`config.mk`:
```
export PLATFORM = sky130hd
export DESIGN_NAME = riscv_branch_predictor
export DESIGN_NICKNAME = d
export VERILOG_FILES = /design/src/rtl/riscv_branch_predictor.sv
export SDC_FILE = /design/constraint.sdc
export NUM_CORES = 1
export LEC_CHECK = 0
export ABC_AREA = 1
export BUFFER_PORTS_ARGS = -buffer_cell sky130_fd_sc_hd__buf_2
export CORE_MARGIN = 8
export CORE_UTILIZATION = 30
export DETAILED_ROUTE_END_ITERATION = 7
export GPL_TIMING_DRIVEN = 1
export PLACE_DENSITY = 0.46
export SYNTH_ARGS = -nofsm -noshare
export SYNTH_HDL_FRONTEND = slang
export SYNTH_SLANG_ARGS = --single-unit
export TNS_END_PERCENT = 20
```
`constraint.sdc`:
```
create_clock -name i_riscv_clk -period 4.2 [get_ports i_riscv_clk]
set_clock_uncertainty 0.05 [all_clocks]
set_input_delay 0.42 -clock i_riscv_clk [delete_from_list [all_inputs] [get_ports i_riscv_clk]]
set_output_delay 0.42 -clock i_riscv_clk [all_outputs]
set_load 0.03 [all_outputs]
```
`src/rtl/riscv_branch_predictor.sv`:
```
// gshare direction predictor: 2-bit saturating counters indexed by PC ^ GHR,
// trained non-speculatively from execute. Optional perf counters under RISCV_BP_PERF_EN.
module riscv_branch_predictor #(
    parameter int unsigned XLEN  = 64,
    parameter int unsigned IDX_W = 6,
    parameter int unsigned GHR_W = 6
) (
    input  logic             i_riscv_clk,
    input  logic             i_riscv_rst,
    input  logic [XLEN-1:0]  i_riscv_bp_fetch_pc,
    output logic             o_riscv_bp_predict_taken,
    output logic [IDX_W-1:0] o_riscv_bp_fetch_index,
    input  logic             i_riscv_bp_resolve_valid,
    input  logic [IDX_W-1:0] i_riscv_bp_resolve_index,
    input  logic             i_riscv_bp_resolve_pred,
    input  logic             i_riscv_bp_resolve_taken,
    input  logic             i_riscv_bp_stall,
    output logic             o_riscv_bp_mispredict,
    output logic [31:0]      o_riscv_bp_branch_cnt,
    output logic [31:0]      o_riscv_bp_mispred_cnt
);

    localparam int unsigned ENTRIES = 2 ** IDX_W;

    logic [1:0]       table_q [ENTRIES];
    logic [GHR_W-1:0] ghr_q;
    logic [GHR_W-1:0] ghr_d;
    logic             upd;
    logic [1:0]       cnt_cur;
    logic [1:0]       cnt_nxt;
    logic [IDX_W-1:0] fetch_idx;
    logic             unused_pc_bits;

    assign upd = i_riscv_bp_resolve_valid & ~i_riscv_bp_stall;

    // Fetch lookup reads pre-update table state; no write bypass.
    assign fetch_idx                = i_riscv_bp_fetch_pc[IDX_W+1:2] ^ IDX_W'(ghr_q);
    assign o_riscv_bp_fetch_index   = fetch_idx;
    assign o_riscv_bp_predict_taken = table_q[fetch_idx][1];
    assign o_riscv_bp_mispredict    = upd & ~i_riscv_rst &
                                      (i_riscv_bp_resolve_pred ^ i_riscv_bp_resolve_taken);

    assign unused_pc_bits = ^{i_riscv_bp_fetch_pc[XLEN-1:IDX_W+2], i_riscv_bp_fetch_pc[1:0]};

    // Saturating counter update for the resolving entry.
    always_comb begin
        cnt_cur = table_q[i_riscv_bp_resolve_index];
        cnt_nxt = cnt_cur;
        if (i_riscv_bp_resolve_taken) begin
            if (cnt_cur != 2'b11) cnt_nxt = cnt_cur + 2'd1;
        end else begin
            if (cnt_cur != 2'b00) cnt_nxt = cnt_cur - 2'd1;
        end
    end

    generate
        if (GHR_W == 1) begin : g_ghr1
            assign ghr_d = i_riscv_bp_resolve_taken;
        end else begin : g_ghrn
            assign ghr_d = {ghr_q[GHR_W-2:0], i_riscv_bp_resolve_taken};
        end
    endgenerate

    always_ff @(posedge i_riscv_clk or posedge i_riscv_rst) begin
        if (i_riscv_rst) begin
            for (int i = 0; i < int'(ENTRIES); i++) begin
                table_q[i] <= 2'b01;
            end
            ghr_q <= '0;
        end else if (upd) begin
            table_q[i_riscv_bp_resolve_index] <= cnt_nxt;
            ghr_q                             <= ghr_d;
        end
    end

`ifdef RISCV_BP_PERF_EN
    logic [31:0] branch_cnt_q, branch_cnt_d;
    logic [31:0] mispred_cnt_q, mispred_cnt_d;

    always_comb begin
        branch_cnt_d  = branch_cnt_q;
        mispred_cnt_d = mispred_cnt_q;
        if (upd && branch_cnt_q != 32'hFFFF_FFFF) branch_cnt_d = branch_cnt_q + 32'd1;
        if (o_riscv_bp_mispredict && mispred_cnt_q != 32'hFFFF_FFFF) begin
            mispred_cnt_d = mispred_cnt_q + 32'd1;
        end
    end

    always_ff @(posedge i_riscv_clk or posedge i_riscv_rst) begin
        if (i_riscv_rst) begin
            branch_cnt_q  <= '0;
            mispred_cnt_q <= '0;
        end else begin
            branch_cnt_q  <= branch_cnt_d;
            mispred_cnt_q <= mispred_cnt_d;
        end
    end

    assign o_riscv_bp_branch_cnt  = branch_cnt_q;
    assign o_riscv_bp_mispred_cnt = mispred_cnt_q;
`else
    assign o_riscv_bp_branch_cnt  = 32'd0;
    assign o_riscv_bp_mispred_cnt = 32'd0;
`endif

endmodule

```
==> run summary, run 1 <==
Status - complete, no violations
Final ANT Viol Nets - 0
Peak VDD IR - 0.285 mV
R2R depth - 13
Die Wd - 186 um
H-tree levels - 4
Commonest non-fill, non-tap cells in the layout - nand2_1, inv_1, nand3_1
GRT Overall Usage - 0.169
CTS Buf Count - 17
Upper clock frequency limit - 302 MHz
CP Launch Type - register
Layout cell share with drive strength beyond 1 - 0.109
Crit path DAT - 2840 ps
Layout area overhead - 9.52%
Highest layer used for signal routing - met5
FF/Latch Area - 3430 sq um
# clock sinks - 134
Switching power - 1.29 mW
Hold WC Path Type - primary input to async pin
Required time worst endpoint - 3730 ps
Via count - 7,923
Initial core utilization - 0.304
Nets - 1,427
Met2 WL - 13,100 um
Power share of the clock group - 0.397
Worst-margin pin slew - 889 ps
Combinational power share - 0.215
Root Buffer - clkbuf_16
Clk slew on worst S/H paths - 60 ps
Int Power - 2.51 mW
Pwr/cell area - 400 nW/um^2
Hold Violations, Final - 0
Final setup violating endpoints - 0
Relative slew slack - 0.405
Synth unique cells - 23
Tcrit/Tclk final - 0.789
DRC - 0
Core ar. - 28,500 sq um
Cells after Synth - 1,344
Crit. End Element - output port
WS Path Type - register to output port
First-pass GRT wire length - 44,100 um
Tmin final - 3310 ps
Largest net degree at the start of global routing - 85
Met3 routed wirelength - 1690 um
Register area share after synthesis - 0.396
Syn Std Cell Area - 8660 sq um
Hpwl dp - 18,600 um
RSZ-0062 raised after global routing - false
CP Max Fanout - 18
Sequential power share - 0.388
Die ar. - 34,600 sq um
Most common cell after layout, fill and taps aside - nand2_1
Vias per Instance - 4.53
FF-to-FF Start - table_q[61]
Setup total negative slack - 0 ps
Top-area cell type share of the netlist area - 0.291
Initial antenna violation count - 2
Pins Over Slew Limit - 0
Grt total ovfl - 0
Multi-input logic area - 4150 sq um
Net Sw Frac - 0.340
GPL Wtd Cong - 0.837
Fillers - 3,148
FF-to-FF End - table_q[86]
Vias in the first global route - 7,356
R2r setup slk - 1870 ps
DIE HEIGHT - 186 um
CTS tree - yes
Mean post-synth cell area - 6.45 sq um
Flops & latches, synth - 134
Clock Path Buffers - 2
Synth area leader - nand2_1
WL met1 - 13,700 um
Routed WL per cell - 16.6 um
LEAKAGE - 4.85 nW
Routed WL - 29,000 um
Post-CTS Setup Repair Bufs - 0
Worst-Skew Late Latency - 430 ps
Post-DP Area - 8910 sq um
Final Cell Area - 9490 sq um
Post-CTS sizing - 0
Iteration-0 DRC Markers - 716
Ports - 148
IO buf count - 25
MaxCap Viol Count - 0
Cells taking the most area after synthesis - nand2_1, dfrtp_1, dfstp_2
Antenna diode count - 0
Crit path from - ghr_q[0]
Hold Buf Count CTS - 0
# rows - 62
CP Capture Point - o_riscv_bp_predict_taken
Synth warn - 0
Drt first pass iters - 5
==> area by class of cell <==
class | instances | area share
Multi-Input combinational cell | 1005 | 0.437
Inverter | 150 | 0.0599
Clock inverter | 12 | 0.0137
Timing Repair Buffer | 43 | 0.0301
Tap cell | 384 | 0.0506
Clock buffer | 20 | 0.0471
Sequential cell | 134 | 0.362
==> state kept, by name, indices dropped and copies added, names as in the netlist <==
name	count
table_q	128
ghr_q	6
==> synthesized netlist by cell type <==
library cell,instances
nand2_1,671
inv_1,147
nand3_1,102
nor2_1,73
buf_4,72
dfrtp_1,70
dfstp_2,64
nor3_1,33
o211ai_1,32
buf_2,24
clkbuf_1,14
o21ai_0,13
xnor2_1,6
buf_6,4
o21ai_1,4
or2_2,4
buf_1,3
inv_2,2
nand2_2,2
clkbuf_2,1
clkinv_1,1
conb_1,1
nand4_1,1
==> power groups by stage <==
stage,clock network [mW],logic (mW),registers (mW)
2_1_floorplan,0,0.597,1.48
3_3_place_gp,0,0.814,1.49
3_5_place_dp,0,0.816,1.49
4_1_cts,1.54,0.818,1.47
5_1_grt,1.59,0.894,1.48
6_report,1.51,0.815,1.47
==> layer usage <==
layer | GRT usage | vias up
met4 | 0.0543 | 4
met3 | 0.0207 | 40
met2 | 0.273 | 214
li1 | - | 3972
met5 | 0 | -
met1 | 0.232 | 3693
==> worst max-delay path: stages, from the launching register on <==
cell	delay, ps
dfrtp_1	390
inv_1	120
nand2_1	60
nand2_1	420
buf_4	360
o21ai_0	110
o211ai_1	300
nand3_1	150
nand3_1	120
nand3_1	70
nand2_1	100
buf_2	210
==> worst min-delay path by stage <==
stage	from	endpoint	slack, ps	cells past startpoint
finish	i_riscv_rst	table_q[125]	100	2
global route	i_riscv_rst	table_q[121]	190	2
CTS	i_riscv_rst	table_q[121]	150	2
detailed placement	table_q[24]	table_q[24]	410	2
global placement	table_q[122]	table_q[122]	400	2
floorplan	table_q[106]	table_q[106]	400	2
==> per-stage QoR <==
step	cells	power (mW)	util	hold slack (ps)	worst slack, ps
after floorplan	1407	2.07	-	397	253
after CTS	1748	3.83	0.332	152	864
final	1748	3.80	0.332	96.9	886
after global routing	1748	3.97	0.332	195	678
after global placement	1716	2.31	0.312	404	908
after detailed placement	1716	2.31	0.312	406	934
==> cell families after synthesis <==
logic type | after synthesis | synth area share
other | 1 | 0.000433
and+or+nand+nor | 886 | 0.405
AOI/OAI and AO/OA | 49 | 0.0375
buffers and inverters | 268 | 0.154
DFF | 134 | 0.396
xor gates and xnor gates | 6 | 0.00606
No activity file was read; power rests on OpenSTA's default activity.
==> run 2, diff against run 1 <==
--- a/config.mk
+++ b/config.mk
@@ -5,13 +5,13 @@
 export SDC_FILE = /design/constraint.sdc
 export NUM_CORES = 1
 export LEC_CHECK = 0
-export ABC_AREA = 1
+export ABC_AREA = 0
 export BUFFER_PORTS_ARGS = -buffer_cell sky130_fd_sc_hd__buf_2
 export CORE_MARGIN = 8
 export CORE_UTILIZATION = 30
 export DETAILED_ROUTE_END_ITERATION = 7
 export GPL_TIMING_DRIVEN = 1
-export PLACE_DENSITY = 0.46
+export PLACE_DENSITY = 0.45
 export SYNTH_ARGS = -nofsm -noshare
 export SYNTH_HDL_FRONTEND = slang
 export SYNTH_SLANG_ARGS = --single-unit
==> constraint.sdc (replaced) <==
create_clock -name i_riscv_clk -period 3.4 [get_ports i_riscv_clk]
set_clock_uncertainty 0.05 [all_clocks]
set_input_delay 0.34 -clock i_riscv_clk [delete_from_list [all_inputs] [get_ports i_riscv_clk]]
set_output_delay 0.34 -clock i_riscv_clk [all_outputs]
set_load 0.03 [all_outputs]
==> run summary, run 2 <==
Top FF cell, synth - dfrtp_1
Relative slew slack - 0.369
Layout area overhead - 17.7%
Cells taking the most area after synthesis - dfrtp_1, dfstp_2, mux4_2
Setup WS pre-CTS - -0.711 ps
Register bank with the most flops - table_q
Register area share after synthesis - 0.460
Iteration-0 DRC Markers - 376
Grt total ovfl - 0
Status - complete, no violations
Top Registers - table_q (128), ghr_q (6)
Drt first pass iters - 5
CP Launch Type - register
RSZ-0062 raised after global routing - false
Synth warn - 0
Most numerous cell in the Yosys netlist - nand2_1
Via count - 5,627
Worst Hold Margin - 263 ps
FF-to-FF Start - table_q[78]
Required time worst endpoint - 3010 ps
Initial core utilization - 0.306
Die Wd - 174 um
Clk slew on worst S/H paths - 60 ps
Vias in the first global route - 5,784
Synth unique cells - 54
CTS tree - yes
Worst-Skew Late Latency - 420 ps
Pins Over Slew Limit - 0
FF-to-FF End - table_q[72]
WS Path Type - register to output port
Crit. End Element - output port
Fin worst setup slack - 149 ps
Core ar. - 24,400 sq um
CTS Buf Count - 17
Setup total negative slack - 0 ps
Mean post-synth cell area - 9.68 sq um
Post-synth top cells - nand2_1, o21ai_0, dfrtp_1, buf_4, dfstp_2
Peak VDD IR - 0.259 mV
Die ar. - 30,200 sq um
Routed WL per cell - 19.4 um
Fillers - 2,489
Clock Path Buffers - 2
Flops & latches, synth - 134
LEAKAGE - 3.63 nW
Crit path DAT - 2860 ps
Synth area leader - dfrtp_1
IO buf count - 25
Cells after Synth - 772
CP Capture Point - o_riscv_bp_predict_taken
Layout cell share with drive strength beyond 1 - 0.276
Pwr/cell area - 544 nW/um^2
Largest net degree at the start of global routing - 111
Tmin final - 3250 ps
DIE HEIGHT - 174 um
Initial antenna violation count - 1
Top-area cell type share of the netlist area - 0.234
CP Max Fanout - 6
Root Buffer - clkbuf_16
Nets - 908
Ports - 148
# rows - 57
Routed WL - 22,700 um
Largest register FFs - 128
Hpwl dp - 16,000 um
Post-DP Area - 8030 sq um
Asr flop ratio synth - 1.00
Final setup violating endpoints - 0
Antenna diode count - 0
Most common cell after layout, fill and taps aside - nand2_1
R2R depth - 9
Commonest non-fill, non-tap cells in the layout - nand2_1, o21ai_0, dfrtp_1
Worst-margin pin slew - 939 ps
Hold WC Path Type - primary input to register
Final Cell Area - 8790 sq um
Tcrit/Tclk final - 0.956
MaxCap Viol Count - 0
GPL Wtd Cong - 0.794
Hold Violations, Final - 0
R2r setup slk - 480 ps
GRT Overall Usage - 0.153
# clock sinks - 134
Vias per Instance - 4.81
EDFF count, synth - 0
DRC - 0
H-tree levels - 4
Syn Std Cell Area - 7470 sq um
Final ANT Viol Nets - 0
Crit path from - ghr_q[0]
First-pass GRT wire length - 35,600 um
Upper clock frequency limit - 308 MHz
-- run 2: power by group --
part / leakage, nW / internal, mW / switching, mW / total (mW)
registers: 1.62 / 1.78 / 0.0932 / 1.87
clock network: 0.308 / 1.28 / 0.725 / 2.01
logic: 1.70 / 0.346 / 0.555 / 0.900
total: 3.63 / 3.41 / 1.37 / 4.78
-- run 2: worst min-delay path by stage --
stage,slack (ps),cells after the start,start,end
floorplan,390,2,table_q[64],table_q[64]
global placement,400,2,i_riscv_rst,ghr_q[0]
detailed placement,390,2,i_riscv_rst,ghr_q[1]
CTS,250,3,i_riscv_bp_resolve_taken,ghr_q[0]
global route,260,3,i_riscv_bp_resolve_taken,ghr_q[0]
finish,260,3,i_riscv_bp_resolve_taken,ghr_q[0]
-- run 2: cell type report --
type | count | area (sq um) | share of cell area
well taps | 324 | 405 | 0.0461
repair buffers | 85 | 688 | 0.0782
inverters | 7 | 30.0 | 0.00341
flip-flops and latches | 134 | 3430 | 0.391
clock inverters | 12 | 175 | 0.0199
clock buffers | 20 | 467 | 0.0531
multi-input cells | 587 | 3590 | 0.409
-- run 2: worst max-delay path, stage by stage (launching register included) --
cell and delay [ps]:
dfrtp_2 430, xor2_4 170, buf_12 160, buf_8 120, mux4_2 500, mux4_2 490, nor2b_1 150, a211oi_1 170
a21oi_1 70, buf_4 180
-- run 2: routing by layer --
metal / track usage / share of wire / up-vias
met3: 0.0438 / 0.054 / 27
met4: 0.0517 / 0.019 / 2
met1: 0.205 / 0.47 / 2736
li1: - / - / 2713
met2: 0.233 / 0.46 / 149
met5: 0 / 0.00053 / -
-- run 2: repair_timing --
item                                    4_1_cts  5_1_grt
endpoints found under the hold margin        16        0
buffers inserted                              6        4
endpoints found under the setup margin        1        1
resized for setup                             1        7
pin swaps                                     0        3
hold buffers                                  1        0
-- run 2: kinds of logic after synthesis --
| kind of cell | synth area share |
|---|---|
| other | 0.000502 |
| XOR/XNOR | 0.00821 |
| adder cells (fa/ha/maj) | 0.00285 |
| multiplexers | 0.142 |
| AND/OR/NAND/NOR | 0.150 |
| AO/OA/AOI/OAI | 0.141 |
| flip-flops | 0.460 |
| buffers and inverters | 0.0961 |
-- run 2: stage by stage --
stage,total power [mW],util,std cells
floorplan,2.50,-,835
global placement,2.75,0.329,1126
detailed placement,2.76,0.329,1126
CTS,4.81,0.359,1165
global route,4.99,0.361,1169
finish,4.78,0.361,1169
==> run 3, diff against run 2 <==
--- a/config.mk
+++ b/config.mk
@@ -8,10 +8,10 @@
 export ABC_AREA = 0
 export BUFFER_PORTS_ARGS = -buffer_cell sky130_fd_sc_hd__buf_2
 export CORE_MARGIN = 8
-export CORE_UTILIZATION = 30
+export CORE_UTILIZATION = 45
 export DETAILED_ROUTE_END_ITERATION = 7
 export GPL_TIMING_DRIVEN = 1
-export PLACE_DENSITY = 0.45
+export PLACE_DENSITY_LB_ADDON = 0.05
 export SYNTH_ARGS = -nofsm -noshare
 export SYNTH_HDL_FRONTEND = slang
 export SYNTH_SLANG_ARGS = --single-unit
==> constraint.sdc (replaced) <==
create_clock -name i_riscv_clk -period 4 [get_ports i_riscv_clk]
set_clock_uncertainty 0.05 [all_clocks]
set_input_delay 0.4 -clock i_riscv_clk [delete_from_list [all_inputs] [get_ports i_riscv_clk]]
set_output_delay 0.4 -clock i_riscv_clk [all_outputs]
set_load 0.03 [all_outputs]
==> run summary, run 3 (synthesized netlist as in run 2, its figures left out) <==
Hold Buf Count CTS - 0
Critical path depth - 7
Relative slew slack - 0.414
Ports - 148
Layout area overhead - 12.3%
RSZ-0062 raised after global routing - false
Clock Path Buffers - 2
Fin worst setup slack - 275 ps
Peak VDD IR - 0.370 mV
Final setup violating endpoints - 0
Upper clock frequency limit - 268 MHz
Commonest non-fill, non-tap cells in the layout - nand2_1, o21ai_0, dfrtp_1
First-pass GRT wire length - 34,000 um
MaxCap Viol Count - 0
DRC - 0
Crit. End Element - output port
Hold WC Path Type - primary input to async pin
Grt total ovfl - 0
Top Registers - table_q (128), ghr_q (6)
CP Max Fanout - 9
Vias per Instance - 5.55
DIE HEIGHT - 145 um
Setup WS pre-CTS - 328 ps
CP max-delay cell - xor2_2
Crit path from - ghr_q[0]
Root Buffer - clkbuf_16
Vias in the first global route - 5,733
Layout cell share with drive strength beyond 1 - 0.250
Tcrit/Tclk final - 0.931
Tmin final - 3730 ps
Required time worst endpoint - 3550 ps
Core ar. - 16,400 sq um
CP max stage delay - 620 ps
CTS tree - yes
Worst path buffer plus inverter count - 2
Worst-margin pin slew - 878 ps
Pins Over Slew Limit - 0
Worst Hold Margin - 131 ps
GPL Wtd Cong - 0.903
Die Wd - 145 um
# rows - 47
CP Capture Point - o_riscv_bp_predict_taken
Routed WL per cell - 21.1 um
R2r setup slk - 1000 ps
Most common cell after layout, fill and taps aside - nand2_1
CP top delay family - multiplexers
Largest register FFs - 128
Hold Violations, Final - 0
IO buf count - 25
Antenna diode count - 0
Via count - 5,766
FF-to-FF End - table_q[36]
Clk slew on worst S/H paths - 50 ps
Crit path DAT - 3280 ps
Crit path cell chain - xor2_2 > buf_12 > mux4_2 > mux4_2 > a211oi_1 > a21oi_1 > buf_2
R2R depth - 8
Drt first pass iters - 5
Initial core utilization - 0.455
WS Path Type - register to output port
Largest net degree at the start of global routing - 69
H-tree levels - 4
LEAKAGE - 3.49 nW
Iteration-0 DRC Markers - 372
GRT Overall Usage - 0.221
CP Launch Type - register
Status - complete, no violations
Worst-Skew Late Latency - 430 ps
Nets - 882
Post-Route Utilization - 0.511
Final ANT Viol Nets - 0
# clock sinks - 134
Setup total negative slack - 0 ps
Register bank with the most flops - table_q
Hpwl dp - 15,000 um
Routed WL - 22,000 um
Initial antenna violation count - 0
Most Frequent Cell on Critical Path - mux4_2
Pwr/cell area - 477 nW/um^2
Die ar. - 21,000 sq um
Post-CTS Setup Repair Bufs - 0
CTS Buf Count - 17
FF-to-FF Start - table_q[68]
Post-CTS sizing - 0
[run 3: metal layers]
| metal | share of wire | GRT usage | vias up |
|---|---|---|---|
| met2 | 0.48 | 0.346 | 182 |
| li1 | - | - | 2653 |
| met4 | 0.017 | 0.0690 | 0 |
| met5 | 0 | 0 | - |
| met1 | 0.44 | 0.297 | 2901 |
| met3 | 0.061 | 0.0509 | 30 |
[run 3: how the worst min path moves through the flow]
stage	startpoint	end	slack (ps)	cells past startpoint
final	i_riscv_rst	ghr_q[0]	130	2
after detailed placement	table_q[64]	table_q[64]	410	2
after floorplan	table_q[64]	table_q[64]	390	2
after global placement	table_q[64]	table_q[64]	410	2
after global routing	i_riscv_rst	ghr_q[0]	180	2
after CTS	i_riscv_rst	ghr_q[0]	150	2
[run 3: cell type report]
class,count,area (sq um)
multi-input combinational,587,3570
tap,220,275
timing repair buffer,59,430
clock inverter,8,145
sequential,134,3430
clock buffer,24,502
fill,1546,8020
inverter,7,28.8
[run 3: per-stage QoR]
step           area [sq um]  cells  total power [mW]
2_1_floorplan          7710    835              2.13
3_3_place_gp           7740   1007              2.29
3_5_place_dp           7740   1007              2.31
4_1_cts                8390   1039              4.02
5_1_grt                8390   1039              4.17
6_report               8390   1039              4.00
[run 3: worst reg2reg max path, cell delays in order, from the launching register on]
cell and delay (ps):
dfstp_2 370, mux4_2 480, mux2i_1 300, o22ai_1 110
nand3b_1 210, or4_1 550, maj3_2 360, buf_12 210
o31ai_1 290
[run 3: power by group]
part | internal, mW | switching (mW)
combinational | 0.242 | 0.457
sequential | 1.51 | 0.0776
clock | 1.12 | 0.584
total | 2.88 | 1.12
